## config.mk

```make
export PLATFORM = sky130hd
export DESIGN_NAME = prog_loader
export DESIGN_NICKNAME = d
export VERILOG_FILES = /design/src/rtl/risc16_pkg.sv /design/src/rtl/loader_cksum.sv /design/src/rtl/prog_loader.sv
export SDC_FILE = /design/constraint.sdc
export NUM_CORES = 1
export LEC_CHECK = 0
export CAP_MARGIN = 20
export CORE_ASPECT_RATIO = 1.5
export CORE_MARGIN = 4
export CORE_UTILIZATION = 59
export DETAILED_ROUTE_END_ITERATION = 6
export GPL_TIMING_DRIVEN = 0
export PLACE_DENSITY = 0.89
export SETUP_SLACK_MARGIN = 0.4
export SLEW_MARGIN = 15
export SYNTH_ARGS = -nofsm -noshare
export SYNTH_HDL_FRONTEND = slang
export SYNTH_SLANG_ARGS = --single-unit
```

## constraint.sdc

```tcl
create_clock -name clk -period 4.3 [get_ports clk]
set_input_delay 0.86 -clock clk [delete_from_list [all_inputs] [get_ports clk]]
set_output_delay 0.86 -clock clk [all_outputs]
set_load 0.03 [all_outputs]
```

## src/rtl/risc16_pkg.sv

```systemverilog
// Shared definitions for the risc16 memory-side blocks: RAM port encodings,
// loader FSM state codes, widths and the default frame start marker.
package risc16_pkg;

   localparam int WORD_W = 16;
   localparam int ADDR_W = 16;

   // rw strobe encodings on the unified RAM port
   localparam logic READ  = 1'b0;
   localparam logic WRITE = 1'b1;

   localparam logic [7:0] SYNC_BYTE_DEF = 8'hA5;

   // loader FSM state codes
   localparam logic [3:0] S_IDLE    = 4'd0;
   localparam logic [3:0] S_LEN_HI  = 4'd1;
   localparam logic [3:0] S_LEN_LO  = 4'd2;
   localparam logic [3:0] S_DATA_HI = 4'd3;
   localparam logic [3:0] S_DATA_LO = 4'd4;
   localparam logic [3:0] S_CHK     = 4'd5;
   localparam logic [3:0] S_VERIFY  = 4'd6;
   localparam logic [3:0] S_DONE    = 4'd7;
   localparam logic [3:0] S_ERR     = 4'd8;

endpackage

```

## src/rtl/loader_cksum.sv

```systemverilog
// 8-bit mod-256 accumulator with clear, add-byte and add-word inputs.
// match compares the post-update sum against ref_val, so a caller can decide
// on the same edge that folds in the final byte or word.
module loader_cksum
   import risc16_pkg::*;
(
   input  logic              clk,
   input  logic              rst_n,
   input  logic              clr,
   input  logic              add_byte,
   input  logic [7:0]        byte_in,
   input  logic              add_word,
   input  logic [WORD_W-1:0] word_in,
   input  logic [7:0]        ref_val,
   output logic              match
);

   logic [7:0] sum;
   logic [7:0] sum_nxt;

   // next sum: clear wins over any add in the same cycle
   always_comb begin
      sum_nxt = sum;
      if (add_byte) sum_nxt = sum_nxt + byte_in;
      if (add_word) sum_nxt = sum_nxt + word_in[WORD_W-1:8] + word_in[7:0];
      if (clr)      sum_nxt = 8'h00;
   end

   assign match = (sum_nxt == ref_val);

   // accumulator register
   always_ff @(posedge clk or negedge rst_n) begin
      if (!rst_n) sum <= 8'h00;
      else        sum <= sum_nxt;
   end

endmodule

```

## src/rtl/prog_loader.sv

```systemverilog
// Byte-stream program loader: parses SYNC/LEN/data/CHK frames from the host
// link, writes the image into the unified RAM while holding the CPU, then
// reads it back and releases the CPU only if both checksums agree.
module prog_loader
   import risc16_pkg::*;
#(
   parameter int         MEM_SIZE  = 2048,
   parameter int         BASE_ADDR = 0,
   parameter logic [7:0] SYNC_BYTE = SYNC_BYTE_DEF
) (
   input  logic              clk,
   input  logic              rst_n,
   input  logic [7:0]        rx_data,
   input  logic              rx_valid,
   output logic              rx_ready,
   output logic [ADDR_W-1:0] addr,
   output logic              rw,
   output logic [WORD_W-1:0] mem_in,
   input  logic [WORD_W-1:0] mem_out,
   output logic              cpu_hold,
   output logic              busy,
   output logic              done,
   output logic              error
);

   // longest image that fits between BASE_ADDR and the top of RAM
   localparam logic [16:0]       LEN_MAX = 17'(MEM_SIZE - BASE_ADDR);
   localparam logic [ADDR_W-1:0] BASE    = ADDR_W'(BASE_ADDR);

   logic [3:0]  state;
   logic [15:0] len;
   logic [15:0] idx;
   logic [7:0]  hi_byte;
   logic [7:0]  expected;

   logic        acc;
   logic        idle_like;
   logic        is_sync;
   logic [15:0] len_new;
   logic [7:0]  chk_ref;
   logic        rx_ok;
   logic        rd_ok;

   assign idle_like = (state == S_IDLE) || (state == S_DONE) || (state == S_ERR);
   assign rx_ready  = (state != S_VERIFY);
   assign busy      = !idle_like;
   assign acc       = rx_valid & rx_ready;
   assign is_sync   = (rx_data == SYNC_BYTE);
   assign len_new   = {len[15:8], rx_data};

   // In CHK the expected value is still on rx_data; afterwards it is latched.
   assign chk_ref = (state == S_CHK) ? rx_data : expected;

   // receive sum over all data bytes, restarted by each SYNC
   loader_cksum u_rx_sum (
      .clk      (clk),
      .rst_n    (rst_n),
      .clr      (acc && idle_like && is_sync),
      .add_byte (acc && ((state == S_DATA_HI) || (state == S_DATA_LO))),
      .byte_in  (rx_data),
      .add_word (1'b0),
      .word_in  ('0),
      .ref_val  (chk_ref),
      .match    (rx_ok)
   );

   // readback sum over RAM words, restarted when CHK is accepted
   loader_cksum u_rd_sum (
      .clk      (clk),
      .rst_n    (rst_n),
      .clr      (acc && (state == S_CHK)),
      .add_byte (1'b0),
      .byte_in  (8'h00),
      .add_word (state == S_VERIFY),
      .word_in  (mem_out),
      .ref_val  (chk_ref),
      .match    (rd_ok)
   );

   // frame FSM, index counter and registered RAM port
   always_ff @(posedge clk or negedge rst_n) begin
      if (!rst_n) begin
         state    <= S_IDLE;
         len      <= '0;
         idx      <= '0;
         hi_byte  <= '0;
         expected <= '0;
         addr     <= '0;
         rw       <= READ;
         mem_in   <= '0;
         cpu_hold <= 1'b0;
         done     <= 1'b0;
         error    <= 1'b0;
      end else begin
         // the write strobe is a single-cycle pulse unless re-armed below
         rw <= READ;
         case (state)
            S_IDLE, S_DONE, S_ERR: begin
               if (acc && is_sync) begin
                  state    <= S_LEN_HI;
                  done     <= 1'b0;
                  error    <= 1'b0;
                  cpu_hold <= 1'b1;
                  idx      <= '0;
               end
            end
            S_LEN_HI: begin
               if (acc) begin
                  len[15:8] <= rx_data;
                  state     <= S_LEN_LO;
               end
            end
            S_LEN_LO: begin
               if (acc) begin
                  len[7:0] <= rx_data;
                  if ({1'b0, len_new} > LEN_MAX) begin
                     state <= S_ERR;
                     error <= 1'b1;
                  end else if (len_new == 16'd0) begin
                     state <= S_CHK;
                  end else begin
                     state <= S_DATA_HI;
                  end
               end
            end
            S_DATA_HI: begin
               if (acc) begin
                  hi_byte <= rx_data;
                  state   <= S_DATA_LO;
               end
            end
            S_DATA_LO: begin
               if (acc) begin
                  rw     <= WRITE;
                  addr   <= BASE + idx;
                  mem_in <= {hi_byte, rx_data};
                  idx    <= idx + 16'd1;
                  state  <= (idx + 16'd1 == len) ? S_CHK : S_DATA_HI;
               end
            end
            S_CHK: begin
               if (acc) begin
                  expected <= rx_data;
                  idx      <= '0;
                  addr     <= BASE;
                  if (len != 16'd0) begin
                     state <= S_VERIFY;
                  end else if (rx_ok && rd_ok) begin
                     // empty image: nothing to read back, compare now
                     state    <= S_DONE;
                     done     <= 1'b1;
                     cpu_hold <= 1'b0;
                  end else begin
                     state <= S_ERR;
                     error <= 1'b1;
                  end
               end
            end
            S_VERIFY: begin
               addr <= addr + 16'd1;
               idx  <= idx + 16'd1;
               if (idx == len - 16'd1) begin
                  if (rx_ok && rd_ok) begin
                     state    <= S_DONE;
                     done     <= 1'b1;
                     cpu_hold <= 1'b0;
                  end else begin
                     // keep the CPU held so a corrupt image never runs
                     state <= S_ERR;
                     error <= 1'b1;
                  end
               end
            end
            default: state <= S_IDLE;
         endcase
      end
   end

endmodule

```

==> results.txt <==
The run finished with clean final reports. The count of buffers from port buffering is 63, and the clock net sink count is 104. TritonCTS built the clock tree.

The pin count of the biggest net entering global routing was 76; the placeable core region was 11,700 um2. Summed over all layers, the routed wires come to 19.7 mm. The logs give 27.3% for the part of the power in registers and 4.14 ns for the data arrival at the endpoint of the critical path. The capturing element type of the critical path was a flip-flop.

The run gives 6,414 as the via count of the first global-routing pass. The logs give 48 for the floorplan row count and 3 for the total number of H-tree levels. Peak clock frequency supported by timing: 0.257 GHz. Of all flip-flops after synthesis, the portion carrying an async set or reset was 100%. The number of nets handed over by synthesis was 834. The placed instances occupy a cell area of 7980 um2. The relative slew slack is 39.7%, and the cell area after technology mapping is 7130 um2. The critical path ends at cpu_hold. In this run the count of I/O pins placed on the die edge is 65. The biggest area contributor in the post-synthesis netlist is dfrtp_1. The part of the cycle the worst path needs is 90.4%, and the warning count from the yosys run is 0. The worst path needs 3.89 ns of the cycle, external delays included. The tools report the area of all placed cells without fillers as 8400 um2. The timing startpoint of the critical path is rx_data[3]. The fraction of power consumed by combinational cells is 57.7%, and the violation count after the first detailed-routing iteration is 542.

Compared with the post-synthesis result, the final layout area differs by 17.9%. By startpoint and endpoint, the worst setup path is classified as in -> reg. The path class of the lowest-slack min-delay path was in -> async.

At the pin with the least slew margin, the transition time is 0.901 ns. Once the floorplan was initialized, standard cells occupied 61.2% of the core. Setup repair after global routing left no endpoint under its margin. Once detail routing completed, the nets flagged for antenna violations numbered 0.

The tools report the root cell of the clock tree as clkbuf_16. Summed over all cells, the static leakage comes to 3.33 nW. Summed over all layers, the global routing overflow is 0. Yosys mapped a number of flops with a built-in enable equal to 0. STA puts the critical path data required time at 4.55 ns. The share of the synthesized area in the top cell type was 36.5%; the wire length per cell after detailed routing was 19.4 um. The run gives 373 uV as the maximum vdd ir drop. For the half-perimeter wire length after placement, the log shows 14.5 mm.

Highest net fanout along the worst path: 9. Destination of the worst register-to-register timing path: state[2]. The number of antenna diodes in the final layout is 0. The first detailed-routing pass ran for 6 iterations.

The most used flip-flop cell after synthesis is dfrtp_1. The share of total power dissipated in the clock network is 15.0%. Counting flops and latches in the post-synthesis netlist gives 104. After synthesis, the mean cell area works out to 9.11 um2. The number of endpoints with negative hold slack in the final report is 0. The die covers 13,900 um2.

Setup violations remaining at the end of the flow were counted as 0. The run gives 2 as the largest buffer count on any clock path. The logs give 2.60 mW for the reported net switching power and 0 for the number of max-cap violations. The congestion estimate from routability-driven global placement came to 0.982. The tools report the number of buffers added by the clock tree synthesis step as 9. By area the synthesized netlist is led by dfrtp_1 37%, mux2_2 8.5%, o21ai_0 4.4%. The power per cell area is 682 nW/um2.

The cell count after synthesis came out at 782. The tools report the max-slew violation count as 0. The clock-pin slew reported for the worst setup and hold paths after clock tree synthesis was 0.08 ns; the number of remaining DRC errors was 0. The logs give 75 for the number of distinct library cells after synthesis and 0.0103 ns for the post-route clock skew. The run gives 36.5% as the post-synthesis sequential area ratio. Of the cells placed in the final design, the portion with a size suffix greater than 1 is 13.3%. The worst register-to-register path begins at u_rd_sum.sum[1]. The tools report the internal power summed over all cells as 3.13 mW. The tools report the initial antenna violation count as 0. STA classifies the critical path startpoint as an input port. The net count of the finished layout is 914. The detailed router placed 6,587 vias in this run.

The worst reg2reg path depth was 13. Dividing the detail-routed via count by the number of cells gives 6.48. The clock reaches the later pin of the worst-skew pair after 0.36 ns.

The height of the chip is 143 um, and the register-to-register path setup slack is 0.85 ns. Measured on the finished design, the core utilization comes to 72.1%. The run gives 28.7% as the all-layer global routing usage. The switching part of the total is 45.4%. Overall die width: 97.7 um.

The first global-routing pass estimated 32.2 mm of wire.
-- through the flow --
step           total power, mW  hold slack [ns]  setup TNS [ns]  setup slack, ns  cells
2_1_floorplan             3.81            0.475               0            0.498    782
3_3_place_gp              4.59            0.471         -165.10            -1.59    995
3_5_place_dp              4.70            0.475           -1.24           -0.272    997
4_1_cts                   5.65            0.372               0            0.396   1016
5_1_grt                   6.12            0.377               0            0.401   1017
6_report                  5.73            0.362               0            0.411   1017
-- synth_stat cells, types with 4 or more instances --
library cell    n
xor2_1         15
or2_2           6
nor3_1         16
mux2_2         54
and2_1          6
nor4_1          9
a31oi_1         9
nand2b_1        8
nor2b_1         9
o32ai_1         5
a211oi_1        7
nand3b_1        5
or3_1           7
dfrtp_1       104
fa_1            9
nor3b_1         8
and3_1         11
o21ai_1         5
buf_2           5
nand4b_1        7
ha_1           16
o22ai_1         6
or4_1           4
inv_1          23
o21ai_0        63
xnor2_1        26
a21oi_1        40
o31ai_1         7
nand4_1        16
nor2_1         56
clkbuf_1       40
mux2i_1        14
nand3_1        32
a21o_1          8
a22oi_1         7
nand2_1        56
o211ai_1        5
-- state kept, by name, summed over array words and instances, names as in the netlist, 4 cells and up --
register / flops
state: 4
addr: 16
mem_in: 16
len: 16
u_rd_sum.sum: 8
hi_byte: 8
u_rx_sum.sum: 8
expected: 8
idx: 16
-- power groups by stage --
stage,logic [mW],registers [mW],clock network (mW)
floorplan,2.12,1.70,0
global placement,3.04,1.55,0
detailed placement,3.13,1.58,0
CTS,3.22,1.56,0.872
global route,3.59,1.61,0.919
finish,3.31,1.57,0.859
-- worst min path at each step --
stage / to / depth (start not counted) / from / slack [ns]
after global placement: done / 2 / done / 0.47
after floorplan: hi_byte[0] / 1 / hi_byte[0] / 0.47
after CTS: addr[4] / 1 / rst_n / 0.37
after detailed placement: error / 2 / error / 0.48
final: addr[4] / 1 / rst_n / 0.36
after global routing: addr[4] / 1 / rst_n / 0.38
-- metal layers --
layer / global-route usage [%] / up-vias / share of wire (%)
met1: 31.8 / 3153 / 37
met5: 0 / - / 0
met2: 50.6 / 287 / 51
met4: 17.5 / 0 / 6.1
li1: - / 3054 / -
met3: 5.74 / 93 / 5.8
-- placed cells by master (no fill, tap or decap), drive strengths merged, types with 16 or more instances in the layout --
cell type      synthesis  routed
nor3                  16      16
ha                    16      16
mux2                  54      54
nand3                 32      32
clkdlybuf4s50          0      59
inv                   24      26
dfrtp                104     104
clkbuf                40      49
o21ai                 68      68
nor2                  57      57
xnor2                 26      26
nand4                 16      16
nand2                 56      56
a21oi                 41      41
-- kinds of logic after synthesis --
kind of cell	Yosys count	share of synthesized area, %
AO/OA/AOI/OAI	194	17.1
XOR/XNOR	41	5.04
adder cells (fa/ha/maj)	25	5.34
buffers and inverters	70	3.77
flip-flops	104	36.5
multiplexers	68	10.5
AND/OR/NAND/NOR	280	21.7
-- final cells by class --
type / count / area (um2)
clock inverters: 7 / 101
flip-flops and latches: 104 / 2600
fillers: 854 / 3250
plain buffers: 46 / 180
multi-input cells: 608 / 4320
inverters: 24 / 90.1
clock buffers: 9 / 225
well taps: 150 / 188
repair buffers: 69 / 696
-- timing repair --
| action | in CTS | in global routing |
|---|---|---|
| pin swaps | 9 | 9 |
| resized for setup | 12 | 11 |
| hold endpoints to repair | 0 | 0 |
| cloned | 0 | 0 |
| hold buffers | 0 | 0 |
| endpoints found under the setup margin | 7 | 8 |
| setup buffers | 3 | 1 |
-- worst max-delay path, cell delays in order --
cell             delay, ns
clkdlybuf4s50_1       0.63
or4_4                 0.65
or4_4                 0.55
nor2_2                0.30
o32ai_1               0.20
mux2i_1               0.22
and4b_1               0.27
nand4b_1              0.23
o22a_1                0.23
No activity file was read; power rests on OpenSTA's default activity.
